[config.mk]
export PLATFORM = sky130hd
export DESIGN_NAME = io_input_flat
export DESIGN_NICKNAME = d
export VERILOG_FILES = /design/src/rtl/io_input_if.sv /design/src/rtl/io_input.sv /design/src/flat_wrapper.sv
export SDC_FILE = /design/constraint.sdc
export NUM_CORES = 1
export LEC_CHECK = 0
export ABC_AREA = 1
export BUFFER_PORTS_ARGS = -buffer_cell sky130_fd_sc_hd__buf_2
export CAP_MARGIN = 25
export CORE_AREA = 2 2 122 124
export CTS_CLUSTER_DIAMETER = 80
export CTS_CLUSTER_SIZE = 30
export DETAILED_ROUTE_END_ITERATION = 12
export DIE_AREA = 0 0 124 126
export PLACE_DENSITY = 0.73
export RECOVER_POWER = 50
export SLEW_MARGIN = 25
export SYNTH_ARGS = -nofsm -noshare
export SYNTH_HDL_FRONTEND = slang
export SYNTH_SLANG_ARGS = --single-unit
[constraint.sdc]
create_clock -name clk -period 2.31 [get_ports clk]
set_input_delay 0.1155 -clock clk [delete_from_list [all_inputs] [get_ports clk]]
set_output_delay 0.1155 -clock clk [all_outputs]
set_load 0.02 [all_outputs]
[src/rtl/io_input_if.sv]
// CPU read port and host byte-stream port of the memory-mapped input device.
// The master side issues read requests and supplies bytes. The slave side
// is the device itself.
interface io_input_if #(
  parameter int WORD_SIZE = 32,
  parameter int DEPTH     = 16
);
  logic                     req;
  logic                     ack;
  logic [WORD_SIZE-1:0]     data;
  logic                     in_valid;
  logic                     in_ready;
  logic [7:0]               in_byte;
  logic                     in_eof;
  logic [$clog2(DEPTH):0]   count;

  modport master (
    output req, in_valid, in_byte, in_eof,
    input  ack, data, in_ready, count
  );

  modport slave (
    input  req, in_valid, in_byte, in_eof,
    output ack, data, in_ready, count
  );
endinterface

[src/rtl/io_input.sv]
// Memory-mapped input device. Host bytes are buffered in a circular FIFO and
// returned one per 4-phase CPU read, zero-extended to WORD_SIZE. Once the
// stream has ended and the FIFO has drained, every read returns all ones.
module io_input #(
  parameter int DEPTH     = 16,  // power of two, >= 2
  parameter int WORD_SIZE = 32
) (
  input logic       clk,
  input logic       areset,
  io_input_if.slave bus
);

  localparam int PTR_W         = $clog2(DEPTH);
  localparam int CNT_W         = PTR_W + 1;
  localparam int IO_STATE_BITS = 2;
  localparam logic [CNT_W-1:0] FULL_COUNT = CNT_W'(DEPTH);

  typedef enum logic [IO_STATE_BITS-1:0] {
    IO_WAITREQ = 2'd0,
    IO_DOWORK  = 2'd1,
    IO_WAITACK = 2'd2
  } io_state_t;

  io_state_t            state_q, state_d;
  logic [7:0]           mem [DEPTH];
  logic [PTR_W-1:0]     rd_ptr, wr_ptr;
  logic [CNT_W-1:0]     count_q;
  logic                 eof_seen;
  logic [WORD_SIZE-1:0] data_q;
  logic                 push, pop;
  logic                 have_byte;

  assign have_byte     = (count_q != '0);
  assign bus.in_ready  = (count_q != FULL_COUNT) && !eof_seen;
  assign push          = bus.in_valid && bus.in_ready;
  // The pop is tied to the single DOWORK cycle of a read; an empty FIFO in
  // DOWORK means the EOF answer is being produced instead.
  assign pop           = (state_q == IO_DOWORK) && have_byte;

  assign bus.ack   = (state_q == IO_WAITACK);
  assign bus.data  = data_q;
  assign bus.count = count_q;

  // Handshake state register.
  always_ff @(posedge clk) begin
    // NOTE: sequential state uses non-blocking assignments so every register
    // sees pre-edge values of the others, independent of block ordering.
    if (areset) state_q <= IO_WAITREQ;
    else        state_q <= state_d;
  end

  // Handshake next-state logic. A read with nothing buffered and no EOF
  // simply blocks in WAITREQ.
  always_comb begin
    // NOTE: assigning the default first guarantees every path drives
    // state_d, so no latch is inferred.
    state_d = state_q;
    unique case (state_q)
      IO_WAITREQ: if (bus.req && (have_byte || eof_seen)) state_d = IO_DOWORK;
      IO_DOWORK:  state_d = IO_WAITACK;
      IO_WAITACK: if (!bus.req) state_d = IO_WAITREQ;
      default:    state_d = IO_WAITREQ;
    endcase
  end

  // Pointers, occupancy and the sticky end-of-stream flag.
  always_ff @(posedge clk) begin
    if (areset) begin
      rd_ptr   <= '0;
      wr_ptr   <= '0;
      count_q  <= '0;
      eof_seen <= 1'b0;
    end else begin
      if (push) wr_ptr <= wr_ptr + 1'b1;
      if (pop)  rd_ptr <= rd_ptr + 1'b1;
      unique case ({push, pop})
        2'b10:   count_q <= count_q + 1'b1;
        2'b01:   count_q <= count_q - 1'b1;
        default: count_q <= count_q;
      endcase
      // A byte arriving with in_eof is still accepted because push above
      // uses the pre-edge eof_seen.
      if (bus.in_eof) eof_seen <= 1'b1;
    end
  end

  // FIFO storage write.
  always_ff @(posedge clk) begin
    // NOTE: the storage array is deliberately not reset; occupancy and
    // pointers define which entries are valid, and leaving it unreset lets
    // it map onto plain RAM.
    if (push) mem[wr_ptr] <= bus.in_byte;
  end

  // Read result register, loaded only in DOWORK and held through the ack.
  always_ff @(posedge clk) begin
    if (areset) begin
      data_q <= '0;
    end else if (state_q == IO_DOWORK) begin
      if (have_byte) data_q <= WORD_SIZE'(mem[rd_ptr]);
      else           data_q <= '1;
    end
  end

endmodule

[src/flat_wrapper.sv]
// flat-port wrapper written by rule: the top's interface ports become plain ports
module io_input_flat 
#(
  parameter int DEPTH     = 16,                       
  parameter int WORD_SIZE = 32
)
  (clk, areset, bus_req, bus_in_valid, bus_in_byte, bus_in_eof, bus_ack, bus_data, bus_in_ready, bus_count);
  io_input_if #(.WORD_SIZE(WORD_SIZE), .DEPTH(DEPTH)) bus_i ();
  input logic clk;
  input logic areset;
  input wire logic [$bits(bus_i.req)-1:0] bus_req;
  input wire logic [$bits(bus_i.in_valid)-1:0] bus_in_valid;
  input wire logic [$bits(bus_i.in_byte)-1:0] bus_in_byte;
  input wire logic [$bits(bus_i.in_eof)-1:0] bus_in_eof;
  output wire logic [$bits(bus_i.ack)-1:0] bus_ack;
  output wire logic [$bits(bus_i.data)-1:0] bus_data;
  output wire logic [$bits(bus_i.in_ready)-1:0] bus_in_ready;
  output wire logic [$bits(bus_i.count)-1:0] bus_count;
  assign bus_i.req = bus_req;
  assign bus_i.in_valid = bus_in_valid;
  assign bus_i.in_byte = bus_in_byte;
  assign bus_i.in_eof = bus_in_eof;
  assign bus_ack = bus_i.ack;
  assign bus_data = bus_i.data;
  assign bus_in_ready = bus_i.in_ready;
  assign bus_count = bus_i.count;
  io_input #(.DEPTH(DEPTH), .WORD_SIZE(WORD_SIZE)) u_core (.clk(clk), .areset(areset), .bus(bus_i));
endmodule
Word-level counts from Yosys, hierarchy flattened
Memories as Yosys holds them, arrays and structs flattened. A register that Yosys moved wholly into a read port is not among the register bits.
Cells that the tools add are included.
{ "classes": {"n_mul": 0, "addsub": 4, "n_shift": 0, "n_div": 0, "muxes": 9, "n_eq_ne": 7, "order_cmp": 0, "reduce_logical": 10, "n_bitwise": 0} }
{ "ops": {"columns": ["operator", "n"], "rows": [
  ["$mux W32", 1],
  ["$pmux W5 S2", 1],
  ["$add A4 B1 Y4 const B", 2],
  ["$mux W4", 2],
  ["$pmux W2 S3", 1],
  ["$add A5 B1 Y5 const B", 1],
  ["$ne A5 B5 Y1 const B", 1],
  ["$reduce_bool A5 Y1", 1],
  ["$sub A5 B1 Y5 const B", 1],
  ["$eq A2 B1 Y1 const B", 2],
  ["$eq A2 B2 Y1 const B", 2],
  ["$logic_and A1 B1 Y1", 4],
  ["$mux W2", 2],
  ["$logic_not A2 Y1", 1],
  ["$mux W1", 2],
  ["$ne A2 B1 Y1 const B", 1],
  ["$ne A2 B2 Y1 const B", 1],
  ["$reduce_and A2 Y1", 1],
  ["$reduce_bool A2 Y1", 1],
  ["$logic_not A1 Y1", 1],
  ["$logic_or A1 B1 Y1", 1]
]} }
{ "totals": {"latchBits": 0, "word_cells": 37, "n_memories": 1, "in_bits": 13, "ff_bits": 48, "output_inout_bits": 39, "mem_bits_rw": 128, "romBits": 0} }
{ "memory_table": {"columns": ["name", "depth", "width", "rd", "rd_ports_with_merged_regs", "wr", "line_no", "source"], "rows": [
  ["u_core.mem", 16, 8, 1, 1, 1, "io_input.sv:25", "logic [7:0] mem [DEPTH];"]
]} }

Longest topological paths before layout
Gate-level depths: netlist (run 1).
{ "depth": {"word_depth": 5, "ltp_mapped": 16, "mapped_depth_nobuf": 15} }

Worst setup path before layout (run 1)
No wires, ideal clock.
{ "synth_path": {"path_type": "register to register", "from": "reg u_core.count_q[2] (netlist: u_core.bus.count[2])", "to": "reg u_core.count_q[4] (netlist: u_core.bus.count[4])", "synth_period_minus_slack_ns": 2.181, "path_stages_with_launch": 17, "slack_ns": 0.129, "setup_ns": 0.071, "arrival_ns": 2.111, "required_ns": 2.239, "n_path_buf": 1, "path_cell_list": "dfxtp_1 -> inv_1 -> nand4_1 -> nand2_2 -> inv_1 -> buf_6 -> ha_1 -> xor2_1 -> ha_1 -> inv_1 -> nand2_1 -> nand3_1 -> nand2_1 -> nand2_1 -> nand2_1 -> nand2_1 -> a21oi_1"} }
{ "synth_via": {"elab_cells_between_ends": 11, "cone_classes": "2 x add/sub; 3 x eq/ne; 1 x mux; 5 x reduce/logical"} }
{ "synth_lines": {"columns": ["element", "line_no", "source"], "rows": [
  ["start, declared", "io_input.sv:27", "logic [CNT_W-1:0] count_q;"],
  ["start signal, assigned", "io_input.sv:77", "2'b10: count_q <= count_q + 1'b1;"],
  ["start signal, assigned", "io_input.sv:78", "2'b01: count_q <= count_q - 1'b1;"],
  ["start signal, assigned", "io_input.sv:79", "default: count_q <= count_q;"],
  ["$reduce_bool A5 Y1 *", "io_input.sv:33", "assign have_byte = (count_q != '0);"],
  ["$logic_and A1 B1 Y1 *", "io_input.sv:38", "assign pop = (state_q == IO_DOWORK) && have_byte;"],
  ["net u_core.pop", "io_input.sv:30", "logic push, pop;"],
  ["$eq A2 B1 Y1 / $eq A2 B2 Y1 (equally long branches)", "io_input.sv:76", "unique case ({push, pop})"],
  ["$pmux W5 S2 / $reduce_bool A2 Y1 (equally long branches)", null, null]
]} }
The timed path passes the listed nets; every way through them passes the cells marked *.
A chain may end at the register's enable or synchronous reset.

Worst setup path after layout (run 1)
{ "layout_path": {"from": "reg u_core.count_q[1] (netlist: u_core.bus.count[1])", "to": "reg u_core.count_q[4] (netlist: u_core.bus.count[4])"} }
{ "layout_via": {"elab_chain_cells": 5, "elab_cells_between_ends": 11, "cone_classes": "2 x add/sub; 3 x eq/ne; 1 x mux; 5 x reduce/logical"} }
{ "layout_lines": {"columns": ["element", "line_no", "source"], "rows": [
  ["$ne A5 B5 Y1", "io_input.sv:34", "assign bus.in_ready = (count_q != FULL_COUNT) && !eof_seen;"],
  ["$logic_and A1 B1 Y1", "io_input.sv:34", null],
  ["$logic_and A1 B1 Y1", "io_input.sv:35", "assign push = bus.in_valid && bus.in_ready;"],
  ["$eq A2 B1 Y1 / $eq A2 B2 Y1 (equally long branches)", "io_input.sv:76", null],
  ["$pmux W5 S2 / $reduce_bool A2 Y1 (equally long branches)", null, null]
]} }
Several ways; a longest one is shown, not always the timed one.

==> impl_metrics.toml, run 1 <==
[place]
dp_cells = 933
finalWeightedCongestion = 0.862
dp_hpwl_mm = 9.46
postPlaceCellArea_um2 = 7330
io_buffers = 51
dpl_worst_slack_ns = 0.149

[clock_network]
cts_buffer_depth = 2
cts-buffers-inserted = 17
root_buffer = "clkbuf_16"
cts_sinks = 157
htree_levels = 4
clk_pin_slew_ns = 0.06
cts_tree = "yes"
insertion_delay_ns = 0.42

[worst_setup_path]
arrival_ns = 2.45
r2r_slack_ns = 0.22
crit_end = "u_core.bus.count[4]"
cp-start-kind = "flop"
endpoint_kind = "flop"
crit_type = "reg2reg"
crit_start = "u_core.bus.count[1]"
reg2reg_depth = 13
rr_startpoint = "u_core.bus.count[1]"
crit_fanout = 8
required_ns = 2.67
r2r-end = "u_core.bus.count[4]"

[layout]
design_area_um2 = 7950
area_delta_synth_final_pct = 13.7
finalNonFillerCells = 968
insertedDiodeCount = 0
final_core_util_pct = 55.5
drive_gt1_share_pct = 11.0
final_nets = 793

[sta]
period_needed_ns = 2.09
timing.final.ws_setup_ns = 0.221
setup_violations = 0
finalHoldViolations = 0
holdWs_ns = 0.0666
final.setup.tns_ns = 0
worst_pin_slew_ns = 0.857
slew-limit-headroom_pct = 42.9
fin_worst_skew_ns = 0.00655
max_freq_mhz = 479
fin_crit_sh_pct = 90.4
slew_violations = 0

[route]
routed_wl_mm = 15.5
drtIter0Drc = 388
first_pass_iters = 4
vias = 4964
ant_nets = 0
wl_per_cell_um = 16.0
via_per_inst = 5.13
drcViolationCount = 0

[yosys]
synth-simple-area-share_pct = 22.2
synthFlopType = "edfxtp_1"
netlist_instances = 723
synthTopCellsByArea = "edfxtp_1, nand2_1, dfxtp_1"
synth_fa_ha_area_share_pct = 1.61
ys_async_sr_fraction_pct = 0
ys.warnings.count = 0
synth_top_family_by_area = "simple AND/OR/NAND/NOR gates"
syn-cell-area_um2 = 6990
yosysMostFrequentCell = "nand2_1"
synth-compound-area-share_pct = 1.77
netlist.area_leader.share_pct = 55.0
ys_ff_latch = 157
syn_area_per_cell_um2 = 9.67
synth_fp_nets = 745
synth_mux_area_share_pct = 0
yosysSeqAreaShare_pct = 63.3
synth_xor_area_share_pct = 0.627
synth.distinct_cells = 24
synthTopCellsByCount = "nand2_1, edfxtp_1, inv_1, nand3_1, nor2_1"
synth_top_area_cell = "edfxtp_1"
synth-edff-count = 128

[floorplan]
ios = 52
die_h_um = 126
core_um2 = 14300
std_cell_rows = 44
fp.dieW_um = 124
fp.dieArea_um2 = 15600
start_util_pct = 48.8

[min_path]
worstHoldStart = "bus_in_valid"
hold_class = "in2reg"
holdPathStages = 3

[global_routing]
grt_max_degree = 46
antenna_found_initial = 0
first_global_vias = 4685
grt_use_total_pct = 21.1
grt_overflow_total = 0
grt_pass1_wl_mm = 24.3

[pwr]
power.density_nw_per_um2 = 871
fin_total_pwr_mw = 6.92
vdd_drop_max_mv = 0.573
p_leak_nw = 3.42

[run]
cap_violations = 0

[status]
outcome = "completed"
sequential cells by signal (all words and copies together), names as in the netlist, named ones only:
name	flops
u_core.mem	128
u_core.eof_seen	1
u_core.rd_ptr	4
u_core.bus.data	9
u_core.wr_ptr	4
u_core.state_q	2
u_core.bus.count	5
layout make-up:
type / instances / area [µm²]
clock buffers: 18 / 429
clock inverters: 14 / 169
fillers: 1229 / 6370
inverters: 101 / 379
multi-input cells: 414 / 1860
flip-flops and latches: 157 / 4430
well taps: 184 / 230
repair buffers: 80 / 450
worst min path at each step:
stage | slack, ns | to
3_5_place_dp | 0.33 | u_core.eof_seen
3_3_place_gp | 0.32 | u_core.eof_seen
2_1_floorplan | 0.21 | u_core.mem[0][0]
6_report | 0.07 | u_core.wr_ptr[0]
4_1_cts | 0.06 | u_core.wr_ptr[0]
5_1_grt | 0.07 | u_core.wr_ptr[0]
metal layers:
| metal | part of all wire, % | GRT usage, % |
|---|---|---|
| met1 | 40 | 26.6 |
| met2 | 52 | 35.8 |
| met3 | 6.1 | 4.35 |
| met4 | 1.6 | 7.53 |
| met5 | 0 | 0 |
layout by cell type, fill, tap and decap left out, types with 17 or more instances in the layout:
cell,count
buf_4,24
nor2_1,44
clkbuf_1,29
dfxtp_1,28
inv_1,99
buf_2,25
nand3_1,96
clkbuf_16,17
nand2_1,231
edfxtp_1,128
report_power, final:
part / leakage, nW / internal [mW] / switching (mW)
clock network: 0.287 / 1.70 / 1.11
registers: 1.39 / 3.13 / 0.0597
logic: 1.74 / 0.266 / 0.650
total: 3.42 / 5.10 / 1.82
cell families (layout without fill, tap and decap cells):
| kind of cell | count (synthesis) | after routing |
|---|---|---|
| buffers and inverters | 152 | 213 |
| AND/OR/NAND/NOR | 377 | 377 |
| flip-flops | 157 | 157 |
| adder cells (fa/ha/maj) | 9 | 9 |
| AO/OA/AOI/OAI | 23 | 23 |
| XOR/XNOR | 5 | 5 |
critical path, cell delays in order, from the launching register on:
cell and delay, ns:
dfxtp_1 0.43, inv_1 0.11, nand4_1 0.16, nand3_4 0.14, ha_4 0.22, ha_1 0.31
inv_1 0.06, o21bai_1 0.17, inv_1 0.09, nand2_1 0.07, nand2_1 0.05, nand2_1 0.06
nand2_1 0.05, a21oi_1 0.11
repair_timing:
| action | 4_1_cts | 5_1_grt |
|---|---|---|
| setup endpoints to repair | 0 | 3 |
| resized for setup | 0 | 4 |
| endpoints found under the hold margin | 3 | 0 |
| hold buffers | 2 | 0 |
| buffers inserted | 0 | 1 |
(Power assumes the default switching activity.)
==> run 2: changes to the inputs <==
--- a/config.mk
+++ b/config.mk
@@ -8,12 +8,14 @@
 export ABC_AREA = 1
 export BUFFER_PORTS_ARGS = -buffer_cell sky130_fd_sc_hd__buf_2
 export CAP_MARGIN = 25
-export CORE_AREA = 2 2 122 124
-export CTS_CLUSTER_DIAMETER = 80
+export CELL_PAD_IN_SITES_DETAIL_PLACEMENT = 0
+export CELL_PAD_IN_SITES_GLOBAL_PLACEMENT = 1
+export CORE_AREA = 2 2 176 92
+export CTS_CLUSTER_DIAMETER = 40
 export CTS_CLUSTER_SIZE = 30
 export DETAILED_ROUTE_END_ITERATION = 12
-export DIE_AREA = 0 0 124 126
-export PLACE_DENSITY = 0.73
+export DIE_AREA = 0 0 178 94
+export PLACE_DENSITY = 0.84
 export RECOVER_POWER = 50
 export SLEW_MARGIN = 25
 export SYNTH_ARGS = -nofsm -noshare
==> run 2 against run 1 <==
Effect of this change: count of clock-buffer cells in the layout rose by 2; first-iteration DRC count rose by 91%; global-route usage grew 1.2 points; clock skew about the same; worst hold slack improved by 0.017 ns; critical path type unchanged; largest power group unchanged.
==> impl_metrics.toml, run 2 (synthesis gave the netlist of run 1 again) <==
[status]
outcome = "completed"

[clock_network]
cts_buffer_depth = 2
cts-buffers-inserted = 17
cts_tree = "yes"
htree_levels = 4
cts_sinks = 157
insertion_delay_ns = 0.42
root_buffer = "clkbuf_16"
clk_pin_slew_ns = 0.06

[layout]
final.fill_count = 1343
drive_gt1_share_pct = 12.0
insertedDiodeCount = 0
area_delta_synth_final_pct = 13.7
final_nets = 790
top_register = "u_core.mem"
largest_reg_flops = 128
final_common_cell = "nand2_1"
mostFrequentLayoutCells = "nand2_1, edfxtp_1, inv_1"

[worst_setup_path]
rr_startpoint = "u_core.bus.count[2]"
endpoint_kind = "flop"
crit_fanout = 8
reg2reg_depth = 13
crit_start = "u_core.bus.count[2]"
required_ns = 2.65
r2r-end = "u_core.bus.count[4]"
crit_end = "u_core.bus.count[4]"
cp-start-kind = "flop"
arrival_ns = 2.46
r2r_slack_ns = 0.20
crit_type = "reg2reg"

[pwr]
vdd_drop_max_mv = 0.494
seq_power_share_pct = 46.1
power.density_nw_per_um2 = 871
p_int_mw = 5.02
p_comb_share_pct = 14.2
p_sw_mw = 1.90
pwr-share-clk_pct = 39.7
swShare_pct = 27.5
p_leak_nw = 3.45

[route]
drtIter0Drc = 741
first_pass_iters = 5
ant_nets = 0
drcViolationCount = 0
wl_per_cell_um = 17.9
vias = 4989
routed_wl_mm = 17.7
via_per_inst = 5.06

[sta]
setup_violations = 0
slew-limit-headroom_pct = 30.3
rsz0062_at_grt = "no"
max_freq_mhz = 473
finalHoldViolations = 0
worst_pin_slew_ns = 1.04
holdWs_ns = 0.0834
fin_worst_skew_ns = 0.00607
period_needed_ns = 2.11
timing.final.ws_setup_ns = 0.196
fin_crit_sh_pct = 91.5
final.setup.tns_ns = 0
slew_violations = 0

[place]
dpl_worst_slack_ns = 0.121
dp_hpwl_mm = 11.7
finalWeightedCongestion = 0.860
io_buffers = 51

[global_routing]
grt_use_total_pct = 22.3
antenna_found_initial = 0
grt_pass1_wl_mm = 26.7
first_global_vias = 4562
grt_max_degree = 65
grt_overflow_total = 0

[floorplan]
fp.dieArea_um2 = 16700
ios = 52
core_um2 = 15100
die_h_um = 94
fp.dieW_um = 178
start_util_pct = 46.3
std_cell_rows = 32

[run]
cap_violations = 0

[min_path]
holdPathStages = 3
hold_class = "in2reg"
[run 2: cell types whose count changed in the layout (fill, tap and decap cells not counted), sizes merged]
cell	change
clkbuf	-8
bufinv	-2
clkinv	-1
inv	+3
clkinvlp	-2
buf	+7
[run 2: cell type report]
cell class | count | area [µm²] | area share, %
flip-flops and latches | 157 | 4430 | 55.7
multi-input cells | 414 | 1860 | 23.4
clock buffers | 20 | 479 | 6.03
repair buffers | 77 | 443 | 5.57
inverters | 101 | 379 | 4.77
well taps | 204 | 255 | 3.21
clock inverters | 12 | 106 | 1.34
[run 2: per-layer routing]
layer  part of all wire, %  vias to the layer above  track usage [%]
met5                     0                        -                0
met3                    12                       15             6.72
met1                    48                     2357             35.2
met4                  0.66                        0             5.74
li1                      -                     2390                -
met2                    39                      227             28.9
[run 2: worst min path at each step]
stage	start	endpoint	slack, ns
global route	bus_in_valid	u_core.wr_ptr[1]	0.08
finish	bus_in_valid	u_core.wr_ptr[1]	0.08
detailed placement	bus_in_eof	u_core.eof_seen	0.34
CTS	bus_in_valid	u_core.wr_ptr[1]	0.09
global placement	bus_in_eof	u_core.eof_seen	0.32
floorplan	bus_in_byte[0]	u_core.mem[0][0]	0.21
[run 2: timing repair]
item	4_1_cts	5_1_grt
buffers inserted	0	0
endpoints found under the setup margin	0	2
gates resized for setup	0	5
hold buffers	2	0
endpoints found under the hold margin	3	0
[run 2: worst max-delay path, cell delays in order (launching register included)]
cell and delay, ns:
dfxtp_1 0.38, inv_1 0.10, nand4_1 0.19, nand3_4 0.16, ha_4 0.23, ha_1 0.32
inv_1 0.08, o21bai_1 0.17, inv_1 0.07, nand2_1 0.07, nand2_1 0.05, nand2_1 0.06
nand2_1 0.05, a21oi_1 0.13
[run 2: power by group through the flow]
stage          sequential (mW)  combinational [mW]  clock, mW
3_5_place_dp              3.25               0.953          0
3_3_place_gp              3.24               0.938          0
2_1_floorplan             3.28               0.650          0
4_1_cts                   3.19               0.966       2.77
6_report                  3.19               0.980       2.75
5_1_grt                   3.20                1.08       2.90
[run 2: stage by stage]
stage	total power, mW	util [%]	instances	instance area [µm²]
finish	6.92	52.6	985	7950
global route	7.18	52.6	985	7950
CTS	6.93	52.7	985	7950
detailed placement	4.20	48.6	951	7340
global placement	4.18	48.6	951	7340
floorplan	3.93	-	723	6990
